File: src/rtl/temp_pkg.sv
// Shared types and default thresholds for the multi-channel temperature
// state monitor.
//   estado_t    : per-channel state, encoded NORMAL=00 BAJO=01 ALTO=10 ALERTA=11
//   DEF_*       : default parameter values used by estado_temp_multi
package temp_pkg;

    typedef enum logic [1:0] {
        NORMAL = 2'b00,
        BAJO   = 2'b01,
        ALTO   = 2'b10,
        ALERTA = 2'b11
    } estado_t;

    localparam int DEF_NCH       = 4;
    localparam int DEF_W         = 11;
    localparam int DEF_TEMP_BAJO = 180;
    localparam int DEF_TEMP_ALTO = 250;
    localparam int DEF_HYST      = 5;
    localparam int DEF_N         = 5;

endpackage

File: src/rtl/estado_temp_canal.sv
// One temperature channel: classifies each accepted sample, runs the
// NORMAL/BAJO/ALTO/ALERTA state machine with a persistence counter, drives the
// heater/fan commands and keeps the sticky alert flag.
// Ports:
//   clk_i, arst_ni  : clock, asynchronous active-low reset
//   valid_i, temp_i : sample strobe and signed sample
//   ack_i           : acknowledge for the sticky alert flag
//   estado_o        : current state
//   alerta_o        : sticky alert flag
//   calefactor_o    : heater command
//   ventilador_o    : fan command
module estado_temp_canal
    import temp_pkg::*;
#(
    parameter int W         = DEF_W,
    parameter int TEMP_BAJO = DEF_TEMP_BAJO,
    parameter int TEMP_ALTO = DEF_TEMP_ALTO,
    parameter int HYST      = DEF_HYST,
    parameter int N         = DEF_N
) (
    input  logic                clk_i,
    input  logic                arst_ni,
    input  logic                valid_i,
    input  logic signed [W-1:0] temp_i,
    input  logic                ack_i,
    output estado_t             estado_o,
    output logic                alerta_o,
    output logic                calefactor_o,
    output logic                ventilador_o
);

    localparam int CW = $clog2(N + 1);

    localparam logic signed [W-1:0] T_BAJO  = W'(TEMP_BAJO);
    localparam logic signed [W-1:0] T_ALTO  = W'(TEMP_ALTO);
    localparam logic signed [W-1:0] BAND_LO = W'(TEMP_BAJO + HYST);
    localparam logic signed [W-1:0] BAND_HI = W'(TEMP_ALTO - HYST);
    localparam logic [CW-1:0]       CNT_N   = CW'(N);

    estado_t       estado_q, estado_d;
    logic [CW-1:0] cnt_q, cnt_d, cnt_inc;
    logic          alerta_q, alerta_d;
    logic          cal_q, cal_d;
    logic          ven_q, ven_d;

    logic es_bajo, es_alto, en_banda;

    // Samples that are neither low, high nor in-band fall in a hysteresis zone
    always_comb begin
        es_bajo  = (temp_i < T_BAJO);
        es_alto  = (temp_i > T_ALTO);
        en_banda = (temp_i >= BAND_LO) && (temp_i <= BAND_HI);
    end

    assign cnt_inc = (cnt_q >= CNT_N) ? CNT_N : cnt_q + 1'b1;

    always_comb begin
        estado_d = estado_q;
        cnt_d    = cnt_q;
        cal_d    = cal_q;
        ven_d    = ven_q;
        alerta_d = alerta_q;

        case (estado_q)
            NORMAL: begin
                if (valid_i) begin
                    if (es_bajo) begin
                        estado_d = BAJO;
                        cnt_d    = CW'(1);
                    end else if (es_alto) begin
                        estado_d = ALTO;
                        cnt_d    = CW'(1);
                    end else begin
                        cnt_d    = '0;
                    end
                end
            end
            BAJO: begin
                if (valid_i) begin
                    if (es_bajo) begin
                        cnt_d = cnt_inc;
                        if (cnt_inc == CNT_N) estado_d = ALERTA;
                    end else if (es_alto) begin
                        estado_d = ALTO;
                        cnt_d    = CW'(1);
                    end else if (en_banda) begin
                        estado_d = NORMAL;
                        cnt_d    = '0;
                    end
                end
            end
            ALTO: begin
                if (valid_i) begin
                    if (es_alto) begin
                        cnt_d = cnt_inc;
                        if (cnt_inc == CNT_N) estado_d = ALERTA;
                    end else if (es_bajo) begin
                        estado_d = BAJO;
                        cnt_d    = CW'(1);
                    end else if (en_banda) begin
                        estado_d = NORMAL;
                        cnt_d    = '0;
                    end
                end
            end
            ALERTA: begin
                if (valid_i && en_banda) begin
                    estado_d = NORMAL;
                    cnt_d    = '0;
                end
            end
            default: begin
                estado_d = NORMAL;
                cnt_d    = '0;
            end
        endcase

        // Actuators follow the sample direction only while (or when) in ALERTA;
        // a hysteresis-zone sample in ALERTA keeps the previous command.
        if (estado_d == ALERTA) begin
            if (valid_i && es_bajo) begin
                cal_d = 1'b1;
                ven_d = 1'b0;
            end else if (valid_i && es_alto) begin
                cal_d = 1'b0;
                ven_d = 1'b1;
            end
        end else begin
            cal_d = 1'b0;
            ven_d = 1'b0;
        end

        // Entry into ALERTA takes priority over an acknowledge on the same edge
        if (estado_d == ALERTA && estado_q != ALERTA) begin
            alerta_d = 1'b1;
        end else if (ack_i && estado_q != ALERTA) begin
            alerta_d = 1'b0;
        end
    end

    always_ff @(posedge clk_i or negedge arst_ni) begin
        if (!arst_ni) begin
            estado_q <= NORMAL;
            cnt_q    <= '0;
            alerta_q <= 1'b0;
            cal_q    <= 1'b0;
            ven_q    <= 1'b0;
        end else begin
            estado_q <= estado_d;
            cnt_q    <= cnt_d;
            alerta_q <= alerta_d;
            cal_q    <= cal_d;
            ven_q    <= ven_d;
        end
    end

    assign estado_o     = estado_q;
    assign alerta_o     = alerta_q;
    assign calefactor_o = cal_q;
    assign ventilador_o = ven_q;

endmodule

File: src/rtl/estado_temp_multi.sv
// Multi-channel temperature state monitor: NCH independent estado_temp_canal
// instances plus a registered global alert.
// Ports:
//   clk, arst_n    : clock, asynchronous active-low reset
//   temp_valid     : per-channel sample strobe
//   temp_in        : packed signed samples, channel i at [i*W +: W]
//   ack_alerta     : per-channel alert acknowledge
//   estado_actual  : packed 2-bit states, channel i at [2*i +: 2]
//   alerta         : per-channel sticky alert flags
//   calefactor     : per-channel heater commands
//   ventilador     : per-channel fan commands
//   alerta_global  : registered OR of alerta (one edge behind)
module estado_temp_multi
    import temp_pkg::*;
#(
    parameter int NCH       = DEF_NCH,
    parameter int W         = DEF_W,
    parameter int TEMP_BAJO = DEF_TEMP_BAJO,
    parameter int TEMP_ALTO = DEF_TEMP_ALTO,
    parameter int HYST      = DEF_HYST,
    parameter int N         = DEF_N
) (
    input  logic               clk,
    input  logic               arst_n,
    input  logic [NCH-1:0]     temp_valid,
    input  logic [NCH*W-1:0]   temp_in,
    input  logic [NCH-1:0]     ack_alerta,
    output logic [2*NCH-1:0]   estado_actual,
    output logic [NCH-1:0]     alerta,
    output logic [NCH-1:0]     calefactor,
    output logic [NCH-1:0]     ventilador,
    output logic               alerta_global
);

    if (NCH < 1 || NCH > 8) begin : g_chk_nch
        $error("estado_temp_multi: NCH must be in 1..8");
    end
    if (N < 2 || N > 15) begin : g_chk_n
        $error("estado_temp_multi: N must be in 2..15");
    end
    if (TEMP_BAJO + HYST > TEMP_ALTO - HYST) begin : g_chk_band
        $error("estado_temp_multi: empty in-band range");
    end

    logic alerta_global_q, alerta_global_d;

    for (genvar i = 0; i < NCH; i++) begin : g_canal
        estado_t estado_c;

        estado_temp_canal #(
            .W         (W),
            .TEMP_BAJO (TEMP_BAJO),
            .TEMP_ALTO (TEMP_ALTO),
            .HYST      (HYST),
            .N         (N)
        ) u_canal (
            .clk_i        (clk),
            .arst_ni      (arst_n),
            .valid_i      (temp_valid[i]),
            .temp_i       (temp_in[i*W +: W]),
            .ack_i        (ack_alerta[i]),
            .estado_o     (estado_c),
            .alerta_o     (alerta[i]),
            .calefactor_o (calefactor[i]),
            .ventilador_o (ventilador[i])
        );

        assign estado_actual[2*i +: 2] = estado_c;
    end

    assign alerta_global_d = |alerta;

    always_ff @(posedge clk or negedge arst_n) begin
        if (!arst_n) begin
            alerta_global_q <= 1'b0;
        end else begin
            alerta_global_q <= alerta_global_d;
        end
    end

    assign alerta_global = alerta_global_q;

endmodule

File: config.mk
export PLATFORM = sky130hd
export DESIGN_NAME = estado_temp_multi
export DESIGN_NICKNAME = d
export VERILOG_FILES = /design/src/rtl/temp_pkg.sv /design/src/rtl/estado_temp_canal.sv /design/src/rtl/estado_temp_multi.sv
export SDC_FILE = /design/constraint.sdc
export NUM_CORES = 1
export LEC_CHECK = 0
export ABC_AREA = 1
export CORE_MARGIN = 2
export CORE_UTILIZATION = 52
export CTS_BUF_LIST = sky130_fd_sc_hd__clkbuf_8
export DETAILED_ROUTE_END_ITERATION = 8
export PLACE_DENSITY = 0.94
export SYNTH_ARGS = -nofsm -noshare
export SYNTH_HDL_FRONTEND = slang
export SYNTH_SLANG_ARGS = --single-unit
File: constraint.sdc
create_clock -name clk -period 1.7 [get_ports clk]
set_clock_uncertainty 0.05 [all_clocks]
set_input_delay 0.17 -clock clk [delete_from_list [all_inputs] [get_ports clk]]
set_output_delay 0.17 -clock clk [all_outputs]
set_load 0.02 [all_outputs]
==> impl_summary.md, run 1 <==
STA
The setup-violating endpoint count in the final report is 11. The total count of hold-check failures in the final report came to 0. The final number of max-transition violations is 0. Once routing completed, OpenROAD measured the worst setup slack at -139 ps. In this run the tightest slew margin relative to its limit is 0.719. Timing would allow up to 0.544 GHz.

Setup repair after global routing could not meet its margin everywhere. The slew at the pin closest to its max-slew limit is 422 ps. The fraction of the cycle the final worst path needs is 1.08.

For the finished layout, the period the worst path requires is 1840 ps.

Detailed routing
In the routed design, unresolved DRC markers number 0. After detailed routing, the average wire length per cell comes to 13.3 µm. Using the TritonRoute via totals, the vias-per-cell ratio works out to 5.34. The overall routed net length is 9170 µm. After the first detailed-routing iteration, the DRC count stood at 254. The number of nets still failing antenna checks after routing is 0.

For this block, the via count after detailed routing is 3668. The count of TritonRoute iterations in the first routing pass is 5.

Logic synthesis
The synthesized netlist occupies a cell area of 3010 µm². Synthesis instantiated 29 different standard cells from the library. The number of enable-type register cells in the synthesized netlist is 0. The sequential fraction of the synthesis area is 0.275. After technology mapping, the gate count stands at 493. In the synthesized netlist the async set-or-reset flop fraction comes to 1.00. The primary flip-flop cell chosen by synthesis mapping is dfrtp_1.

The number of flip-flops and latches in the synthesized netlist is 33. When the netlist entered floorplanning its net count stood at 555. The average instance in the mapped netlist occupies 6.10 µm². The Yosys step of the flow raised 0 warnings.

CTS
TritonCTS built the clock tree. CTS built an H-tree with a depth of 2. The buffer cell driving the clock tree root is clkbuf_8. The clock drives 33 sinks. At the later pin of the worst-skew pair, clock insertion delay measures 290 ps. The number of buffers added by the clock tree synthesis step is 5. The clock-pin transition on the worst setup and hold timing paths is 70 ps.

The maximum count of clock buffers along a single path is 2.

Global route
Summed over all layers, the global routing overflow is 0. Entering global routing, the biggest net connects 34 pins. The initial antenna violation count is 0.

The via count of the first global-routing pass is 3365. The wire length of the first global-routing pass is 13500 µm. Across every metal layer, demand over resource in global routing totals 0.259.

Cells and area
The final core area utilization is 0.807. After the last flow step, the layout net total stands at 676. The most common cell after layout, fill and taps aside is nand2_1.

The top cell types in the final layout, fill and taps aside, are 133 x nand2_1, 76 x inv_1, 72 x clkdlybuf4s50_1. The count of inserted antenna diode cells is 0. The area added between synthesis and finish is 48.6%.

In the final layout, the share of cells above drive strength 1 is 0.237. Counting the fill cells in the layout gives 379. The post-route cell area is 4470 µm².

The finished layout holds 687 standard cells, fillers aside.

Critical path
The reg-to-reg critical path endpoint is g_canal[0].u_canal.ventilador_o. The signal on the critical path passes through buf_4, ha_4, xnor2_2, nand2_2, nand3_2, nand2_1, nand2_1, nand3_1, nand2_1, nand3_2, nand2_2, nor2_2. The critical path start-end classification is register to register. The cell type group with the largest total delay on the critical path is simple AND/OR/NAND/NOR gates. The largest driver fanout on the critical path is 3. STA classifies the critical path startpoint as a register. The capturing element type of the critical path is a register.

The maximum single-stage delay on the critical path is 410 ps. The launch instance of the worst register-to-register path is g_canal[0].u_canal.cnt_q[0]. The required arrival time at the worst endpoint is 1820 ps. Measured in cells, the most critical reg-to-reg path has a length of 12. The worst register-to-register path has a setup slack of -140 ps.

Together, buffers and inverters on the worst path number 1. On the critical path, the stage with the largest delay is an instance of dfrtp_1. The critical path crosses 12 cells after its start point. The arrival time of the worst setup path is 1960 ps. The most numerous cell type found on the critical path is nand2_1.

Outcome
The final reports fail on negative setup slack. The flow ran to the end, but the final reports show violations.

Die
The cell row count is 27. The initial core utilization is 0.543. 75 I/O pins were placed. The die is 80.0 µm tall.

The floorplan step defined a core boundary enclosing 5540 µm². The floorplan step defined a die boundary enclosing 6410 µm². The width of the chip is 80.0 µm.

Worst hold path
The min-delay analysis places its worst path in the category input pin to async pin.

Placement
The count of buffers added on input and output ports is 74. The number of cells after detailed placement is 664. Detailed placement ended at an HPWL of 6560 µm. The area of placed instances is 4030 µm².

The last weighted congestion value of the routability-driven placer is 0.950.

Power and ir drop
Across the VDD grid, the largest voltage drop is 0.000842 V. Summed over all cells, the static leakage comes to 0.00223 µW. The power density over cell area is 1350 nW/µm².

Flow run
Max-cap violations in this run came to 0.
[through the flow]
step                      hold slack (ps)  total power, µW  setup WS (ps)  TNS [ps]
after floorplan                      -176             3490            144         0
after global placement                434             4380           -201     -3740
after detailed placement              453             4530           -285     -5840
after CTS                             263             5290          -4.87     -4.87
after global routing                  291             6470           -230     -2320
final                                 239             6030           -139      -823
[layer usage]
| layer | share of wire | track usage |
|---|---|---|
| met5 | 0 | 0 |
| met4 | 0.031 | 0.0797 |
| met3 | 0.065 | 0.0554 |
| met2 | 0.53 | 0.486 |
| met1 | 0.38 | 0.289 |
[layout make-up]
| type | count | area, µm² | area share |
|---|---|---|---|
| Tap cell | 72 | 90.1 | 0.0202 |
| Clock inverter | 3 | 13.8 | 0.00308 |
| Multi-Input combinational cell | 368 | 2020 | 0.452 |
| Clock buffer | 5 | 68.8 | 0.0154 |
| Timing Repair Buffer | 127 | 1150 | 0.258 |
| Inverter | 79 | 297 | 0.0663 |
| Sequential cell | 33 | 827 | 0.185 |
[how the worst max path moves through the flow]
stage,start,endpoint
3_3_place_gp,temp_in[7],g_canal[0].u_canal.alerta_o
2_1_floorplan,g_canal[3].u_canal.cnt_q[0],g_canal[3].u_canal.ventilador_o
4_1_cts,g_canal[1].u_canal.cnt_q[0],g_canal[1].u_canal.ventilador_o
5_1_grt,g_canal[0].u_canal.cnt_q[0],g_canal[0].u_canal.ventilador_o
6_report,g_canal[0].u_canal.cnt_q[0],g_canal[0].u_canal.ventilador_o
3_5_place_dp,temp_in[7],g_canal[0].u_canal.ventilador_o
[synthesized netlist by cell type, drive strengths merged (2+ instances only)]
cell type	number	area, µm²
o22ai	2	12.5
o21ai	39	203
o221ai	3	26.3
xnor2	4	35.0
a21oi	8	40.0
and2	2	17.5
nor2	71	274
ha	8	100
dfrtp	33	826
nor3	11	92.6
nand3	40	215
buf	13	95.1
nand4	6	37.5
a31oi	5	65.1
nand2	167	652
inv	79	297
[sequential cells by signal, summed over array words and instances (netlist names)]
register,cells
g_canal.u_canal.cnt_q,12
g_canal.u_canal.estado_o,8
g_canal.u_canal.alerta_o,4
g_canal.u_canal.calefactor_o,4
g_canal.u_canal.ventilador_o,4
alerta_global,1
[report_power, final]
group | total (µW) | internal [µW] | switching [µW]
registers | 1540 | 1110 | 436
clock network | 563 | 277 | 286
logic | 3920 | 1720 | 2200
total | 6030 | 3110 | 2920
[cell families after synthesis]
group | share of synthesized area
AND/OR/NAND/NOR | 0.431
AO/OA/AOI/OAI | 0.119
adder cells (fa/ha/maj) | 0.0333
flip-flops | 0.275
buffers and inverters | 0.130
XOR/XNOR | 0.0117
[repair_timing]
action	in CTS	in global routing
gates resized for setup	11	68
buffers inserted	5	10
setup endpoints to repair	9	28
hold buffers	0	0
pin swaps	5	25
Power figures use the tool's default switching activity.
==> run 2: changes to the inputs <==
--- a/config.mk
+++ b/config.mk
@@ -6,6 +6,7 @@
 export NUM_CORES = 1
 export LEC_CHECK = 0
 export ABC_AREA = 1
+export CAP_MARGIN = 40
 export CORE_MARGIN = 2
 export CORE_UTILIZATION = 52
 export CTS_BUF_LIST = sky130_fd_sc_hd__clkbuf_8
==> results of run 2 <==
The final DEF is identical to that of run 1; final timing and power are the same.
